[config.mk]
export PLATFORM = sky130hd
export DESIGN_NAME = mat_mem_responder_flat
export DESIGN_NICKNAME = d
export VERILOG_FILES = /design/src/rtl/mat_mem_if.sv /design/src/rtl/mat_mem_responder.sv /design/src/flat_wrapper.sv
export SDC_FILE = /design/constraint.sdc
export NUM_CORES = 2
export LEC_CHECK = 0
export BUFFER_PORTS_ARGS = -buffer_cell sky130_fd_sc_hd__buf_2
export CAP_MARGIN = 5
export CORE_ASPECT_RATIO = 0.8
export CORE_UTILIZATION = 45
export DETAILED_ROUTE_END_ITERATION = 6
export PLACE_DENSITY = 0.64
export SLEW_MARGIN = 20
export SYNTH_ARGS = -nofsm -noshare
export SYNTH_HDL_FRONTEND = slang
export SYNTH_SLANG_ARGS = --single-unit
export TNS_END_PERCENT = 30
[constraint.sdc]
create_clock -name clk -period 5.3 [get_ports clk]
set_clock_uncertainty 0.2 [all_clocks]
set_input_delay 0.53 -clock clk [delete_from_list [all_inputs] [get_ports clk]]
set_output_delay 0.53 -clock clk [all_outputs]
set_load 0.02 [all_outputs]
[src/rtl/mat_mem_if.sv]
// Handshake bundle between the matrix-multiply master and its memory responder:
// start/done request channel plus the host preload/readback port.
interface mat_mem_if #(
  parameter int unsigned DW = 32,
  parameter int unsigned AW = 6
);
  logic          req_start;
  logic [31:0]   req_addr;
  logic          req_we;
  logic [DW-1:0] req_wdata;
  logic          req_done;
  logic [DW-1:0] req_rdata;
  logic          req_err;
  logic          busy;
  logic          host_we;
  logic [AW-1:0] host_addr;
  logic [DW-1:0] host_wdata;
  logic [DW-1:0] host_rdata;
  logic          host_ready;

  modport master (
    output req_start, req_addr, req_we, req_wdata, host_we, host_addr, host_wdata,
    input  req_done, req_rdata, req_err, busy, host_rdata, host_ready
  );

  modport slave (
    input  req_start, req_addr, req_we, req_wdata, host_we, host_addr, host_wdata,
    output req_done, req_rdata, req_err, busy, host_rdata, host_ready
  );
endinterface

[src/rtl/mat_mem_responder.sv]
// Word-addressed memory slave: one request per transaction, fixed latency, one-cycle done pulse.
// A host port preloads/reads back the array while no request is pending.
module mat_mem_responder #(
  parameter int unsigned DW        = 32,
  parameter int unsigned DEPTH     = 64,
  parameter logic [31:0] BASE_ADDR = 32'h0,
  parameter int unsigned LATENCY   = 2
) (
  input  logic     clk,
  input  logic     rst,
  mat_mem_if.slave bus
);
  localparam int unsigned AW   = $clog2(DEPTH);
  localparam int unsigned CW   = $clog2(LATENCY + 1);
  localparam logic [32:0] Span = 33'(4 * DEPTH);

  typedef enum logic [1:0] {StIdle, StWait, StResp} state_e;

  state_e        state_q, state_d;
  logic [CW-1:0] cnt_q, cnt_d;
  logic [31:0]   addr_q;
  logic          we_q;
  logic [DW-1:0] wdata_q;
  logic [DW-1:0] rdata_q, host_rdata_q;
  logic          err_q;
  logic [DW-1:0] mem [DEPTH];

  logic          start_now, commit;
  logic [31:0]   acc_addr;
  logic          acc_we, acc_err;
  logic [DW-1:0] acc_wdata;
  logic [32:0]   off;
  logic [AW-1:0] idx;
  logic          host_ready;

  assign start_now  = (state_q == StIdle) && bus.req_start;
  assign host_ready = (state_q == StIdle) && !bus.req_start;

  // With LATENCY==1 the response edge is also the capture edge, so use the live request.
  assign acc_addr  = start_now ? bus.req_addr  : addr_q;
  assign acc_we    = start_now ? bus.req_we    : we_q;
  assign acc_wdata = start_now ? bus.req_wdata : wdata_q;

  // Bit 32 is the borrow of addr - BASE_ADDR, so underflow also lands at or above Span.
  assign off     = {1'b0, acc_addr} - {1'b0, BASE_ADDR};
  assign acc_err = (acc_addr[1:0] != 2'b00) || (off >= Span);
  assign idx     = off[2 +: AW];

  assign commit = (state_d == StResp) && (state_q != StResp) && !rst;

  always_comb begin
    state_d = state_q;
    cnt_d   = cnt_q;
    unique case (state_q)
      StIdle: begin
        if (bus.req_start) begin
          cnt_d   = CW'(LATENCY - 1);
          state_d = (LATENCY > 1) ? StWait : StResp;
        end
      end
      StWait: begin
        cnt_d = cnt_q - CW'(1);
        if (cnt_q == CW'(1)) state_d = StResp;
      end
      StResp:  state_d = StIdle;
      default: state_d = StIdle;
    endcase
  end

  always_ff @(posedge clk) begin
    if (rst) begin
      state_q      <= StIdle;
      cnt_q        <= '0;
      addr_q       <= '0;
      we_q         <= 1'b0;
      wdata_q      <= '0;
      rdata_q      <= '0;
      err_q        <= 1'b0;
      host_rdata_q <= '0;
    end else begin
      state_q      <= state_d;
      cnt_q        <= cnt_d;
      host_rdata_q <= mem[bus.host_addr];
      if (start_now) begin
        addr_q  <= bus.req_addr;
        we_q    <= bus.req_we;
        wdata_q <= bus.req_wdata;
      end
      if (commit) begin
        err_q <= acc_err;
        if (!acc_we) rdata_q <= acc_err ? '0 : mem[idx];
      end
    end
  end

  // Array is not reset; a request commit and a host write can never coincide.
  always_ff @(posedge clk) begin
    if (!rst) begin
      if (commit && acc_we && !acc_err) begin
        mem[idx] <= acc_wdata;
      end else if (bus.host_we && host_ready) begin
        mem[bus.host_addr] <= bus.host_wdata;
      end
    end
  end

  assign bus.req_done   = (state_q == StResp);
  assign bus.req_rdata  = rdata_q;
  assign bus.req_err    = err_q;
  assign bus.busy       = (state_q != StIdle);
  assign bus.host_rdata = host_rdata_q;
  assign bus.host_ready = host_ready;
endmodule

[src/flat_wrapper.sv]
// flat-port wrapper written by rule: the top's interface ports become plain ports
module mat_mem_responder_flat 
#(
  parameter int unsigned DW        = 32,
  parameter int unsigned DEPTH     = 64,
  parameter logic [31:0] BASE_ADDR = 32'h0,
  parameter int unsigned LATENCY   = 2
)
  (clk, rst, bus_req_start, bus_req_addr, bus_req_we, bus_req_wdata, bus_host_we, bus_host_addr, bus_host_wdata, bus_req_done, bus_req_rdata, bus_req_err, bus_busy, bus_host_rdata, bus_host_ready);
  mat_mem_if #(.DW(DW), .AW(6)) bus_i ();
  input  logic clk;
  input  logic rst;
  input wire logic [$bits(bus_i.req_start)-1:0] bus_req_start;
  input wire logic [$bits(bus_i.req_addr)-1:0] bus_req_addr;
  input wire logic [$bits(bus_i.req_we)-1:0] bus_req_we;
  input wire logic [$bits(bus_i.req_wdata)-1:0] bus_req_wdata;
  input wire logic [$bits(bus_i.host_we)-1:0] bus_host_we;
  input wire logic [$bits(bus_i.host_addr)-1:0] bus_host_addr;
  input wire logic [$bits(bus_i.host_wdata)-1:0] bus_host_wdata;
  output wire logic [$bits(bus_i.req_done)-1:0] bus_req_done;
  output wire logic [$bits(bus_i.req_rdata)-1:0] bus_req_rdata;
  output wire logic [$bits(bus_i.req_err)-1:0] bus_req_err;
  output wire logic [$bits(bus_i.busy)-1:0] bus_busy;
  output wire logic [$bits(bus_i.host_rdata)-1:0] bus_host_rdata;
  output wire logic [$bits(bus_i.host_ready)-1:0] bus_host_ready;
  assign bus_i.req_start = bus_req_start;
  assign bus_i.req_addr = bus_req_addr;
  assign bus_i.req_we = bus_req_we;
  assign bus_i.req_wdata = bus_req_wdata;
  assign bus_i.host_we = bus_host_we;
  assign bus_i.host_addr = bus_host_addr;
  assign bus_i.host_wdata = bus_host_wdata;
  assign bus_req_done = bus_i.req_done;
  assign bus_req_rdata = bus_i.req_rdata;
  assign bus_req_err = bus_i.req_err;
  assign bus_busy = bus_i.busy;
  assign bus_host_rdata = bus_i.host_rdata;
  assign bus_host_ready = bus_i.host_ready;
  mat_mem_responder #(.DW(DW), .DEPTH(DEPTH), .BASE_ADDR(BASE_ADDR), .LATENCY(LATENCY)) u_core (.clk(clk), .rst(rst), .bus(bus_i));
endmodule
# ---- Word-level counts from Yosys, hierarchy flattened
# Memories as Yosys holds them, arrays and structs flattened. A register that Yosys moved wholly into a read port is not among the register bits.
# Index checks and enable logic that the tools add are counted.
# W data, S select, Z words.
dict set report totals {
  register_bits 102
  latchBits 0
  ram_bits 2048
  romBits 0
  word_cells 54
  n_memories 1
}
dict set report op_classes {
  n_addsub 1
  n_mul 0
  div_mod_pow 0
  n_lt_le_gt_ge 1
  eq_ne 6
  n_shift 0
  n_mux 19
  n_bitwise 1
  reduce_logical 18
}
# memory words word_bits rd rd_ports_with_merged_regs wr line
set memory_table {}
lappend memory_table {u_core.mem 64 32 2 1 1 mat_mem_responder.sv:26} ;# logic [DW-1:0] mem [DEPTH];
# op n
set ops {}
lappend ops {{$mux W32} 4}
lappend ops {{$ge A32 B9 Y1 const B} 1}
lappend ops {{$reduce_or A32 Y1} 1}
lappend ops {{$mux W1} 9}
lappend ops {{$pmux W2 S2} 2}
lappend ops {{$logic_and A1 B1 Y1} 7}
lappend ops {{$mux W2} 3}
lappend ops {{$mux W6} 1}
lappend ops {{$reduce_bool A2 Y1} 3}
lappend ops {{$eq A2 B1 Y1 const B} 2}
lappend ops {{$eq A2 B2 Y1 const B} 2}
lappend ops {{$ne A2 B2 Y1 const B} 2}
lappend ops {{$reduce_and A2 Y1} 2}
lappend ops {{$logic_not A1 Y1} 3}
lappend ops {{$logic_not A2 Y1} 1}
lappend ops {{$sub A2 B1 Y2 const B} 1}
lappend ops {{$logic_or A1 B1 Y1} 1}
lappend ops {{$not A1 Y1} 1}

# ---- Logic depth before layout (Yosys ltp)
dict set report logic_depth {
  ltp_word 13
  depth_mapped 14
}

# ---- Worst setup path before layout
# No wires, ideal clock.
dict set report synth_path {
  path_type {in2reg}
  startpoint {input bus_req_start}
  endpoint {memory u_core.mem[0][23] (data pin)}
  setup_time_ns 0.549
  arrival_ns 3.885
  t_required_ns 4.551
  slack_ns 0.666
  stages 7
  cell_sequence {nor3_1 -> nand3b_1 -> clkbuf_1 -> buf_1 -> clkbuf_1 -> buf_1 -> a21oi_1}
}
dict set report synth_between {
  elab_chain_len 12
  word_cells_on_any_way 24
  classes_between {order compare (1); eq/ne (1); mux (10); reduce/logical (12)}
}
# element line
set synth_rtl {}
lappend synth_rtl {{start: declaration} flat_wrapper.sv:13} ;# input wire logic [$bits(bus_i.req_start)-1:0] bus_req_start;
lappend synth_rtl {{branches (longest 11 deep; another with $ge A32 B9 Y1)} --}
lappend synth_rtl {{$mux W32 (no line) *} --}
lappend synth_rtl {{end: declaration} mat_mem_responder.sv:26}
# Mark *: on every way between the ends.

# ---- Worst setup path after layout
dict set report layout_path {
  startpoint {register u_core.state_q[0]}
  endpoint {register u_core.rdata_q[5] (netlist: u_core.bus.req_rdata[5])}
}
dict set report layout_between {
  elab_chain_len 6
  word_cells_on_any_way 19
  classes_between {order compare (1); eq/ne (3); mux (6); bitwise (1); reduce/logical (7); memory (1)}
}
# element line
set layout_rtl {}
lappend layout_rtl {{start: declaration} mat_mem_responder.sv:19} ;# state_e state_q, state_d;
lappend layout_rtl {{start signal: assignment} mat_mem_responder.sv:72} ;# state_q <= StIdle;
lappend layout_rtl {{start signal: assignment} mat_mem_responder.sv:81} ;# state_q <= state_d;
lappend layout_rtl {{$logic_not A2 Y1, or another cell as far along} {mat_mem_responder.sv:36, mat_mem_responder.sv:54}}
lappend layout_rtl {{$logic_and A1 B1 Y1 or $pmux W2 S2 (tied branches)} {mat_mem_responder.sv:36, mat_mem_responder.sv:54}}
lappend layout_rtl {{$mux W32 or $eq A2 B2 Y1 (tied branches)} --}
lappend layout_rtl {{$ge A32 B9 Y1, or another cell as far along} mat_mem_responder.sv:46} ;# assign acc_err = (acc_addr[1:0] != 2'b00) || (off >= Span);
lappend layout_rtl {{$logic_or A1 B1 Y1 or $logic_and A1 B1 Y1 (tied branches)} {mat_mem_responder.sv:46, mat_mem_responder.sv:49}}
lappend layout_rtl {{$mux W32 or $reduce_and A2 Y1 (tied branches)} --}
lappend layout_rtl {{end signal: assignment} mat_mem_responder.sv:91} ;# if (!acc_we) rdata_q <= acc_err ? '0 : mem[idx];
lappend layout_rtl {{end: declaration} mat_mem_responder.sv:24} ;# logic [DW-1:0] rdata_q, host_rdata_q;
# Several ways; a longest one is shown, not always the timed one.
# A chain may end at the register's enable or synchronous reset.

==> results.sh <==
export IMPL_status="complete, but fails checks"
export IMPL_violations="design-rule violations"
export IMPL_synthTopCellsByArea="edfxtp_1 61%, mux4_2 17%, mux2i_1 4.6%"
export IMPL_pwr_density_cell_mw_per_mm2=348
export IMPL_synth_edf_count=2048
export IMPL_grt_antenna_before_repair=23
export IMPL_grt_pass1_vias=64360
export IMPL_h_tree_depth=4
export IMPL_syn_avg_cell_area_um2=15.6
export IMPL_synth_nets=6515
export IMPL_synth_async_reset_ratio_pct=0
export IMPL_grt_start_max_net_pins=125
export IMPL_cts_num_sinks=2182
export IMPL_final_common_cell="edfxtp_1"
export IMPL_dpl_hpwl_mm=218
export IMPL_io_buffers=174
export IMPL_rows=154
export IMPL_power_leakage_nw=37.5
export IMPL_critical_path_max_stage_delay_ns=0.65
export IMPL_fin_cells=9829
export IMPL_crit_type="register to register"
export IMPL_drtPass1Iterations=7
export IMPL_detailedRoute_firstIterationViolations=12937
export IMPL_die_w_um=529
export IMPL_cp_max_fo=124
export IMPL_setup_tns_ns=0
export IMPL_startpoint_type="register"
export IMPL_timing_hold_ws_ns=0.0747
export IMPL_max_slew_margin_pct=18.4
export IMPL_max_cap_viol_count=0
export IMPL_fillers=17732
export IMPL_insertion_delay_ns=0.89
export IMPL_ctsHoldBuffers=61
export IMPL_min_period_ns=4.50
export IMPL_cts_buffers=213
export IMPL_dp_cells=9371
export IMPL_yosysWarnings=0
export IMPL_drive_above_1_share_pct=24.1
export IMPL_area_delta_synth_final_pct=14.4
export IMPL_cts_buffer_depth=4
export IMPL_ys_seq_elements=2182
export IMPL_ctsResizeCount=0
export IMPL_vias=67705
export IMPL_setup_viol=0
export IMPL_ant_nets=0
export IMPL_grt_setup_unrepaired="false"
export IMPL_stdcell_area_mm2=0.114
export IMPL_yosysSeqAreaShare_pct=64.2
export IMPL_netlist_cell_type_count=64
export IMPL_worst_ep_required_time_ns=5.87
export IMPL_fp_dieArea_mm2=0.224
export IMPL_cts_root_buf="clkbuf_16"
export IMPL_grt_usage_pct=32.0
export IMPL_gr_total_overflow=0
export IMPL_hp_class="input port to register"
export IMPL_register_area_mm2=0.0642
export IMPL_mostFrequentLayoutCells="2,048 x edfxtp_1, 1,157 x nand2_1, 733 x mux4_2, 463 x mux2i_1, 320 x nand3_1"
export IMPL_start_util_pct=45.4
export IMPL_clkTransAtPathRegs_ns=0.06
export IMPL_post_cts_buffers=0
export IMPL_routabilityCongestion=0.930
export IMPL_fp_dieH_um=424
export IMPL_core_mm2=0.220
export IMPL_slew_viol_final=0
export IMPL_yosysTopAreaCell="edfxtp_1"
export IMPL_wl_mm=364
export IMPL_avgRoutedWirePerCell_um=37.0
export IMPL_arrival_ns=5.07
export IMPL_crit_chain="or3b_4, a21o_4, buf_12, mux4_2, a22oi_1, nand4_1, a22o_1"
export IMPL_cts_tree="yes"
export IMPL_slowest_stage="a21o_4"
export IMPL_grt_pass1_wl_mm=502
export IMPL_nets=6791
export IMPL_via_per_inst=6.89
export IMPL_worst_pin_slew_ns=1.22
export IMPL_drc_errors=6
export IMPL_netlist_area_mm2=0.100
export IMPL_ir_drop_v=0.000290
export IMPL_netlist_area_leader_share_pct=61.5
export IMPL_multi_input_area_mm2=0.0347
export IMPL_placed_area_mm2=0.107
export IMPL_top_level_ports=175
export IMPL_hold_violations=0
export IMPL_fmax_mhz=222
export IMPL_ys_flop_type="edfxtp_1"
export IMPL_netlist_instances=6407
export IMPL_total_power_w=0.0398
export IMPL_period_share_pct=85.0
export IMPL_worst_setup_path_end_kind="register"
[final timing paths]
kind | slack, ns | cells past startpoint | to | start
hold / removal | 0.07 | 3 | u_core.mem[40][20] | bus_host_wdata[20]
setup / recovery | 0.80 | 7 | u_core.bus.req_rdata[5] | u_core.state_q[0]
setup reg to reg | 0.80 | 7 | u_core.bus.req_rdata[5] | u_core.state_q[0]
hold reg to reg | 0.26 | 2 | u_core.addr_q[24] | u_core.addr_q[24]
[Yosys cell counts, types with 5 or more instances]
master        n
clkbuf_1    228
a222oi_1     17
edfxtp_1   2048
buf_2       138
o22ai_1      27
nor3_1        7
buf_1       107
nor4_1       28
a2bb2oi_1    16
or3_1         6
mux2_2        7
a22oi_1      48
a22o_1        5
nor2b_1      34
nand4_1      74
inv_1         5
dfxtp_1     134
nand3_1     320
o21a_1        5
nor2_1      157
nand2_1    1161
a21o_1        8
mux2i_1     464
and3_1       31
o21ai_0      72
mux4_2      733
o211ai_1     68
a21oi_1     126
a32oi_1      38
buf_4        14
a31oi_1     172
a221oi_1     53
[cell type report]
| type | instances | area share [%] |
|---|---|---|
| tap | 2964 | 3.24 |
| multi-input combinational | 3729 | 30.4 |
| timing repair buffer | 551 | 4.30 |
| antenna | 8 | 0.0175 |
| sequential | 2182 | 56.1 |
| clock buffer | 280 | 5.07 |
| clock inverter | 109 | 0.877 |
| inverter | 6 | 0.0197 |
[flip-flops by register name (all words and copies together) (netlist names)]
name / flops
u_core.bus.host_rdata: 32
u_core.mem: 2048
u_core.cnt_q: 2
u_core.addr_q: 32
u_core.bus.req_err: 1
u_core.we_q: 1
u_core.wdata_q: 32
u_core.bus.req_rdata: 32
u_core.state_q: 2
[metrics by stage]
stage | util [%] | worst slack, ns
finish | 51.9 | 0.797
global route | 51.9 | 0.629
CTS | 51.9 | 0.903
detailed placement | 48.5 | 0.675
global placement | 48.5 | 0.691
floorplan | - | 0.666
[metal layers]
layer | track usage [%] | share of wire, %
met1 | 45.0 | 37
met2 | 45.1 | 42
met3 | 11.0 | 16
met4 | 13.5 | 4.6
met5 | 0 | 0.036
[worst max-delay path, delay by kind of cell (launching register included)]
family          cells  cell delay [ns]
buf+inv             1             0.65
compound gates      3             1.23
mux                 1             0.58
simple gates        2             1.06
flops               1             0.54
[kinds of logic (layout without fill, tap and decap cells)]
kind of cell             after synthesis  count (layout)  share of synthesized area [%]
AND/OR/NAND/NOR                     1837            1837                           7.82
other                                  0               8                              0
multiplexers                        1206            1206                           21.3
buffers and inverters                496             946                           2.11
AO/OA/AOI/OAI                        685             685                           4.62
adder cells (fa/ha/maj)                1               1                         0.0125
flip-flops                          2182            2182                           64.2
[power by group]
group          switching (W)  internal (W)  leakage (nW)
clock network        0.00669       0.00859          3.35
logic                0.00348       0.00167          14.4
registers          0.0000427        0.0193          19.7
total                 0.0102        0.0296          37.5
Power figures use the tool's default switching activity.
